### config.mk
export PLATFORM = sky130hd
export DESIGN_NAME = fetch_queue
export DESIGN_NICKNAME = d
export VERILOG_FILES = /design/src/rtl/fetch_pkg.sv /design/src/rtl/fq_storage.sv /design/src/rtl/fetch_queue.sv
export SDC_FILE = /design/constraint.sdc
export NUM_CORES = 1
export LEC_CHECK = 0
export CAP_MARGIN = 20
export CORE_MARGIN = 3
export CORE_UTILIZATION = 38
export CTS_BUF_LIST = sky130_fd_sc_hd__clkbuf_8
export CTS_CLUSTER_DIAMETER = 50
export DETAILED_ROUTE_END_ITERATION = 6
export HOLD_SLACK_MARGIN = 0.1
export PLACE_DENSITY = 0.68
export SETUP_SLACK_MARGIN = 0.4
export SKIP_CTS_REPAIR_TIMING = 1
export SLEW_MARGIN = 10
export SYNTH_ARGS = -nofsm -noshare
export SYNTH_HDL_FRONTEND = slang
export SYNTH_SLANG_ARGS = --single-unit
export TNS_END_PERCENT = 20
### constraint.sdc
create_clock -name clk -period 11.18 [get_ports clk]
set_input_delay 2.236 -clock clk [delete_from_list [all_inputs] [get_ports clk]]
set_output_delay 2.236 -clock clk [all_outputs]
set_load 0.02 [all_outputs]
### src/rtl/fetch_pkg.sv
// Shared definitions for the fetch-side decoupling queue.
// Holds the queue sizing constants and the packet layout carried from
// fetch/branch-prediction to decode.
package fetch_pkg;

    localparam int FQ_DEPTH        = 8;
    localparam int FQ_PTR_W        = 3;
    localparam int BP_META_W       = 14;
    // Two slots of headroom cover the fetches already in flight when stall rises.
    localparam int FQ_STALL_THRESH = FQ_DEPTH - 2;

    typedef struct packed {
        logic [31:0]          pc;
        logic [31:0]          inst;
        logic                 p_dir;
        logic [BP_META_W-1:0] meta;
    } fq_entry_t;

endpackage

### src/rtl/fq_storage.sv
// Packet register file for fetch_queue: DEPTH entries, one synchronous
// write port and one asynchronous read port (shaped for MLAB mapping).
// Ports:
//   clk      in   clock
//   we_i     in   write enable
//   waddr_i  in   write slot
//   wdata_i  in   packet to store
//   raddr_i  in   read slot
//   rdata_o  out  packet in the read slot (combinational)
module fq_storage
    import fetch_pkg::*;
#(
    parameter int DEPTH = FQ_DEPTH,
    parameter int PTR_W = FQ_PTR_W
) (
    input  logic             clk,
    input  logic             we_i,
    input  logic [PTR_W-1:0] waddr_i,
    input  fq_entry_t        wdata_i,
    input  logic [PTR_W-1:0] raddr_i,
    output fq_entry_t        rdata_o
);

    fq_entry_t mem_q [DEPTH];

    // NOTE: the array has no reset; validity is tracked by the pointers and
    // counter, and leaving it unreset lets it map onto distributed RAM.
    always_ff @(posedge clk) begin
        if (we_i) begin
            mem_q[waddr_i] <= wdata_i;
        end
    end

    assign rdata_o = mem_q[raddr_i];

endmodule

### src/rtl/fetch_queue.sv
// Decoupling FIFO between fetch/branch-prediction and decode.
// Show-ahead head, fetch stall on high occupancy, full drop on redirect,
// sticky overflow flag.
// Ports:
//   clk, reset                 clock, synchronous active-high reset
//   enq_valid/pc/inst/p_dir/meta  packet from fetch
//   flush                      fetch redirect: discard all entries
//   deq_ready                  decode takes the head this cycle
//   deq_valid/pc/inst/p_dir/meta  head packet (combinational from storage)
//   fq_stall                   stall request to fetch
//   fq_count                   occupancy 0..DEPTH
//   fq_overflow                sticky: push attempted while full with no pop
module fetch_queue
    import fetch_pkg::*;
#(
    parameter int DEPTH        = FQ_DEPTH,
    parameter int PTR_W        = FQ_PTR_W,
    parameter int META_W       = BP_META_W,
    parameter int STALL_THRESH = FQ_STALL_THRESH
) (
    input  logic              clk,
    input  logic              reset,
    input  logic              enq_valid,
    input  logic [31:0]       enq_pc,
    input  logic [31:0]       enq_inst,
    input  logic              enq_p_dir,
    input  logic [META_W-1:0] enq_meta,
    input  logic              flush,
    input  logic              deq_ready,
    output logic              deq_valid,
    output logic [31:0]       deq_pc,
    output logic [31:0]       deq_inst,
    output logic              deq_p_dir,
    output logic [META_W-1:0] deq_meta,
    output logic              fq_stall,
    output logic [PTR_W:0]    fq_count,
    output logic              fq_overflow
);

    localparam logic [PTR_W:0] FULL_CNT  = (PTR_W+1)'(DEPTH);
    localparam logic [PTR_W:0] STALL_CNT = (PTR_W+1)'(STALL_THRESH);

    logic [PTR_W-1:0] head_q, head_d;
    logic [PTR_W-1:0] tail_q, tail_d;
    logic [PTR_W:0]   count_q, count_d;
    logic             overflow_q, overflow_d;

    logic      full;
    logic      deq_fire;
    logic      enq_fire;
    logic      wr_en;
    fq_entry_t wr_entry;
    fq_entry_t rd_entry;

    assign full      = (count_q == FULL_CNT);
    assign deq_valid = (count_q != '0);
    assign deq_fire  = deq_valid & deq_ready;
    // A same-cycle pop frees the slot, so a full queue can still accept.
    assign enq_fire  = enq_valid & (~full | deq_fire);
    // Flush drops the packet presented with it.
    assign wr_en     = enq_fire & ~flush;

    assign wr_entry.pc    = enq_pc;
    assign wr_entry.inst  = enq_inst;
    assign wr_entry.p_dir = enq_p_dir;
    assign wr_entry.meta  = enq_meta;

    fq_storage #(
        .DEPTH (DEPTH),
        .PTR_W (PTR_W)
    ) u_storage (
        .clk     (clk),
        .we_i    (wr_en),
        .waddr_i (tail_q),
        .wdata_i (wr_entry),
        .raddr_i (head_q),
        .rdata_o (rd_entry)
    );

    // NOTE: every next-state signal gets its hold value first so no path
    // through this block can infer a latch.
    always_comb begin
        head_d     = head_q;
        tail_d     = tail_q;
        count_d    = count_q;
        overflow_d = overflow_q;
        if (flush) begin
            head_d  = '0;
            tail_d  = '0;
            count_d = '0;
        end else begin
            if (enq_fire) tail_d = tail_q + 1'b1;
            if (deq_fire) head_d = head_q + 1'b1;
            count_d = count_q + {{PTR_W{1'b0}}, enq_fire}
                              - {{PTR_W{1'b0}}, deq_fire};
            if (enq_valid && !enq_fire) overflow_d = 1'b1;
        end
    end

    always_ff @(posedge clk) begin
        if (reset) begin
            head_q     <= '0;
            tail_q     <= '0;
            count_q    <= '0;
            overflow_q <= 1'b0;
        end else begin
            head_q     <= head_d;
            tail_q     <= tail_d;
            count_q    <= count_d;
            overflow_q <= overflow_d;
        end
    end

    assign deq_pc      = rd_entry.pc;
    assign deq_inst    = rd_entry.inst;
    assign deq_p_dir   = rd_entry.p_dir;
    assign deq_meta    = rd_entry.meta;
    assign fq_count    = count_q;
    assign fq_stall    = (count_q >= STALL_CNT);
    assign fq_overflow = overflow_q;

endmodule

## After elaboration in Yosys (flattened, before gate mapping)

Memories as Yosys holds them, arrays and structs flattened. A register that Yosys moved wholly into a read port is not among the register bits.
Cells that the tools add are included.

| storage, ports and cells | value |
|---|---|
| register bits after elaboration | 11 |
| logic and storage cells | 26 |
| memories | 1 |
| bits in writable memories | 632 |
| output and inout port bits | 86 |
| bits of input ports | 84 |

| operators by class | value |
|---|---|
| reduce and logical (&&, ||, !) cells | 5 |
| $lt $le $gt $ge | 1 |
| bitwise operators | 6 |
| add/sub/neg operators | 4 |
| multiplexer cells | 4 |
| equal/unequal tests | 1 |

Memories:

| name | words | width | rd ports | clocked after memory_dff | wr ports | line | source |
|---|---|---|---|---|---|---|---|
| u_storage.mem_q | 8 | 79 | 1 | 1 | 1 | fq_storage.sv:24 | `fq_entry_t mem_q [DEPTH];` |

Operator list:

| cell | count |
|---|---|
| adder 3 x 1 -> 3 bit (second input constant) | 2 |
| two-way mux 3 bit | 2 |
| adder 4 x 1 -> 4 bit | 1 |
| equality test 4 bit (second input constant) | 1 |
| greater-or-equal comparator 4 x 3 -> 1 bit (second input constant) | 1 |
| nonzero test 4 bit | 1 |
| subtractor 4 x 1 -> 4 bit | 1 |
| bitwise AND 1 bit | 3 |
| two-way mux 1 bit | 2 |
| inverter 1 bit | 2 |
| AND reduction 2 bit | 1 |
| OR reduction 2 bit | 1 |
| logical AND 1 bit | 1 |
| zero test 1 bit | 1 |
| bitwise OR 1 bit | 1 |

## Depth between registers and ports, before layout

| logic depth | value |
|---|---|
| depth after elaboration | 7 |
| depth in mapped cells | 11 |
| depth with buffers taken out | 11 |

## By module

A second synthesis with hierarchy kept.

| second synthesis, totals | value |
|---|---|
| cells, all modules | 1000 |
| area, all modules | 24417.2 um^2 |

By module, submodules not included:

| module | sequential area each (um^2) | cells each | times used | area each (um^2) |
|---|---|---|---|---|
| fq_storage | 18978.2 | 927 | 1 | 23779.1 |
| fetch_queue | 220.2 | 73 | 1 | 638.1 |

## Least setup slack after synthesis

No wires, ideal clock.

| path | value |
|---|---|
| kind | input to register |
| start | in deq_ready |
| end | mem u_storage.mem_q[2][0] (netlist bit), enable pin |
| setup slack | 5985 ps |
| arrival | 4748 ps |
| cell stages on the path | 4 |
| buffers on the path | 1 |
| data required time | 10733 ps |
| setup time | 447 ps |
| cells stage by stage | nand2b_1 > a31oi_1 > clkbuf_1 > and4b_1 |

| between the ends | value |
|---|---|
| cells in the longest elaborated chain, start to end | 6 |

RTL lines:

| element | line | source |
|---|---|---|
| start: declaration | fetch_queue.sv:29 | `input logic deq_ready,` |
| bitwise AND 1 bit | fetch_queue.sv:57 | `assign deq_fire = deq_valid & deq_ready;` |
| bitwise OR 1 bit | fetch_queue.sv:59 | `assign enq_fire = enq_valid & (~full \| deq_fire);` |
| bitwise AND 1 bit | fetch_queue.sv:59 |  |
| bitwise AND 1 bit | fetch_queue.sv:61 | `assign wr_en = enq_fire & ~flush;` |
| two-way mux 1 bit | fq_storage.sv:29 | `if (we_i) begin` |
| two-way mux 1 bit (implied by the code) | fq_storage.sv:30 | `mem_q[waddr_i] <= wdata_i;` |
| end: declaration | fq_storage.sv:24 |  |

No other way between the ends.

==> flow_summary.ini <==
[global_routing]
track_usage_pct = 15.1
antenna_found_initial = 4
grt_max_degree = 89
grt_pass1_vias = 12300
grt_pass1_wl_um = 75700
overflow = 0

[drt]
wl_per_cell_um = 23.1
drt_iter0_drc = 708
routed_wirelength_um = 50300
vias = 11000
drc = 0
drtAntennaViolNets = 0
viasPerCell = 5.07
drt_pass1_iterations = 7

[timing]
grt_setup_unrepaired = false
tns_ns = 0
tightestPinTransition_ns = 1.06
finClkSkew_ns = 0.0282
clock.fmax_ghz = 0.164
slew_headroom_pct = 29.5
min_period_ns = 6.09
drv_slew = 0
final_hold_viol_count = 0
setup_viol = 0
fin_crit_sh_pct = 54.5

[yosys]
syn_area_mm2 = 0.0245
netlist.area_leader.share_pct = 77.4
synth_top_cell_by_area = edfxtp_1
syn_avg_cell_area_um2 = 24.4
synth_fp_nets = 1098
synth.area.top_cells = edfxtp_1 (77%), mux4_2 (15%), mux2_2 (3.6%)
yosysSeqAreaShare_pct = 78.6
synth.distinct_cells = 35
synthCells = 1005
synth_seq_cells = 646
yosysWarnings = 0

[run]
max-cap-violations = 0

[worst_setup_path]
r2r-end = u_storage.mem_q[2][73]$_DFFE_PP_
critical_path_class = reg2out
crit_path_start_kind = flip-flop
r2r_cells = 6
crit_path_max_fanout = 60
required_ns = 8.94
r2r_start = fq_count[2]$_SDFF_PP0_
reg2reg_slack_ns = 7.62
arrival_ns = 3.86
crit_path_end_kind = output port

[hold_path]
hold_class = reg2reg
hold_path_end = fq_overflow$_SDFFE_PP0P_
worstHoldPathCells = 2
hold_start = fq_overflow$_SDFFE_PP0P_

[clocking]
cts_buffer_depth = 3
clk_pin_slew_ns = 0.06
clock_sinks = 646
cts.htree.levels = 3
ctsRootBufferMaster = clkbuf_8
cts_buffers = 104
clock_latency_ns = 0.69
cts_tree = yes

[power_and_ir_drop]
p_int_w = 0.00378
ir_drop_mv = 0.0666
clkPwrFrac_pct = 38.4
p_total_w = 0.00484
comb_power_share_pct = 5.9
power_density_mw_per_mm2 = 167
seqPwrFrac_pct = 55.7
p_sw_w = 0.00106
leakage_nw = 8.92
p_sw_share_pct = 21.9

[placement]
place_congestion = 0.752
post-place-cells = 1985
numPortBuffers = 169
hpwl_um = 26200

[finish]
final_cell_mix = edfxtp_1 (632), clkdlybuf4s50_1 (169), mux4_2 (158)
nNetsFinal = 1338
final_common_cell = edfxtp_1
final_cells = 2176
post-route-util_pct = 45.8
area_growth_pct = 18.5
drive_above_1_share_pct = 30.0

[die]
die_w_um = 260
io_pins = 170
rows = 92
die_h_um = 260
coreArea_mm2 = 0.0634
die_area_mm2 = 0.0676
start_util_pct = 38.6

[outcome]
outcome = complete, no violations
[kinds of logic (layout without fill, tap and decap cells)]
family                   count (synthesis)  in the layout  share of synthesized area (%)
buffers and inverters                   57            380                           1.38
multiplexers                           241            241                           18.3
adder cells (fa/ha/maj)                  9              9                          0.490
XOR/XNOR                                 1              1                         0.0357
AND/OR/NAND/NOR                         38             38                          0.883
other                                    0              2                              0
AO/OA/AOI/OAI                           13             13                          0.332
flip-flops                             646            646                           78.6
[metrics by stage]
| stage | cell area (µm²) | hold WS, ns | setup WS (ns) |
|---|---|---|---|
| final | 29000 | 0.482 | 5.09 |
| after global routing | 29000 | 0.526 | 4.82 |
| after CTS | 29000 | 0.494 | 4.93 |
| after detailed placement | 27100 | 0.464 | 5.19 |
| after global placement | 27100 | 0.473 | 5.25 |
| after floorplan | 24500 | 0.453 | 5.99 |
[Yosys cell counts]
cell and instances:
nor3b_1 1, a41oi_1 1, a21oi_1 5, mux2_2 79, or4_1 1, mux2i_1 4
a21o_1 1, o31ai_1 1, or3_1 4, inv_1 9, nand3_1 2, or2_2 1
nor2b_1 1, buf_2 16, ha_1 8, edfxtp_1 632, and3b_1 3, nand2_1 9
buf_1 1, fa_1 1, a21bo_2 1, buf_6 14, and4_1 2, o21ai_0 2
clkbuf_1 17, a31oi_1 2, xor2_1 1, and3_1 2, dfxtp_1 14, nand2b_1 1
nor3_1 1, mux4_2 158, and2_1 1, nor2_1 7, and4b_1 2
[worst max-delay path by stage]
stage | from | to | slack (ns) | depth (start not counted)
floorplan | deq_ready | u_storage.mem_q[2][0]$_DFFE_PP_ | 5.99 | 4
global placement | deq_ready | u_storage.mem_q[2][15]$_DFFE_PP_ | 5.25 | 5
detailed placement | deq_ready | u_storage.mem_q[5][2]$_DFFE_PP_ | 5.19 | 5
CTS | flip-flop | deq_inst[2] | 4.93 | 4
global route | flip-flop | deq_inst[2] | 4.82 | 4
finish | flip-flop | deq_inst[2] | 5.09 | 4
[worst max-delay path, cell delays in order, from the launching register on]
cell and delay, ns:
dfxtp_4 1.00, buf_4 0.78, mux4_2 0.40, mux2_2 0.27, clkdlybuf4s50_1 0.63
[power by group through the flow]
stage                     registers (W)  logic, W  clock network [W]
after floorplan                 0.00275  0.000157                  0
after global placement          0.00275  0.000285                  0
after detailed placement        0.00275  0.000290                  0
after CTS                       0.00270  0.000292            0.00192
after global routing            0.00270  0.000308            0.00204
final                           0.00270  0.000286            0.00186
[registers in the layout, indices dropped and copies added (netlist names), named ones only]
register         flops
u_storage.mem_q    632
fq_count             4
head_q               3
tail_q               3
fq_overflow          1
[routing by layer]
layer	GRT usage, %	part of all wire (%)	vias up
met4	4.92	1.7	4
met2	24.4	49	304
li1	-	-	4782
met1	19.9	43	5874
met3	4.40	7.0	62
met5	0	0.040	-
[layout make-up]
| type | count | area, µm² |
|---|---|---|
| well taps | 846 | 1060 |
| inverters | 9 | 33.8 |
| repair buffers | 182 | 1800 |
| multi-input cells | 302 | 4950 |
| diodes | 2 | 5.00 |
| clock buffers | 105 | 1450 |
| fillers | 5233 | 34400 |
| flip-flops and latches | 646 | 19300 |
| clock inverters | 84 | 473 |
Power figures use the tool's default switching activity.
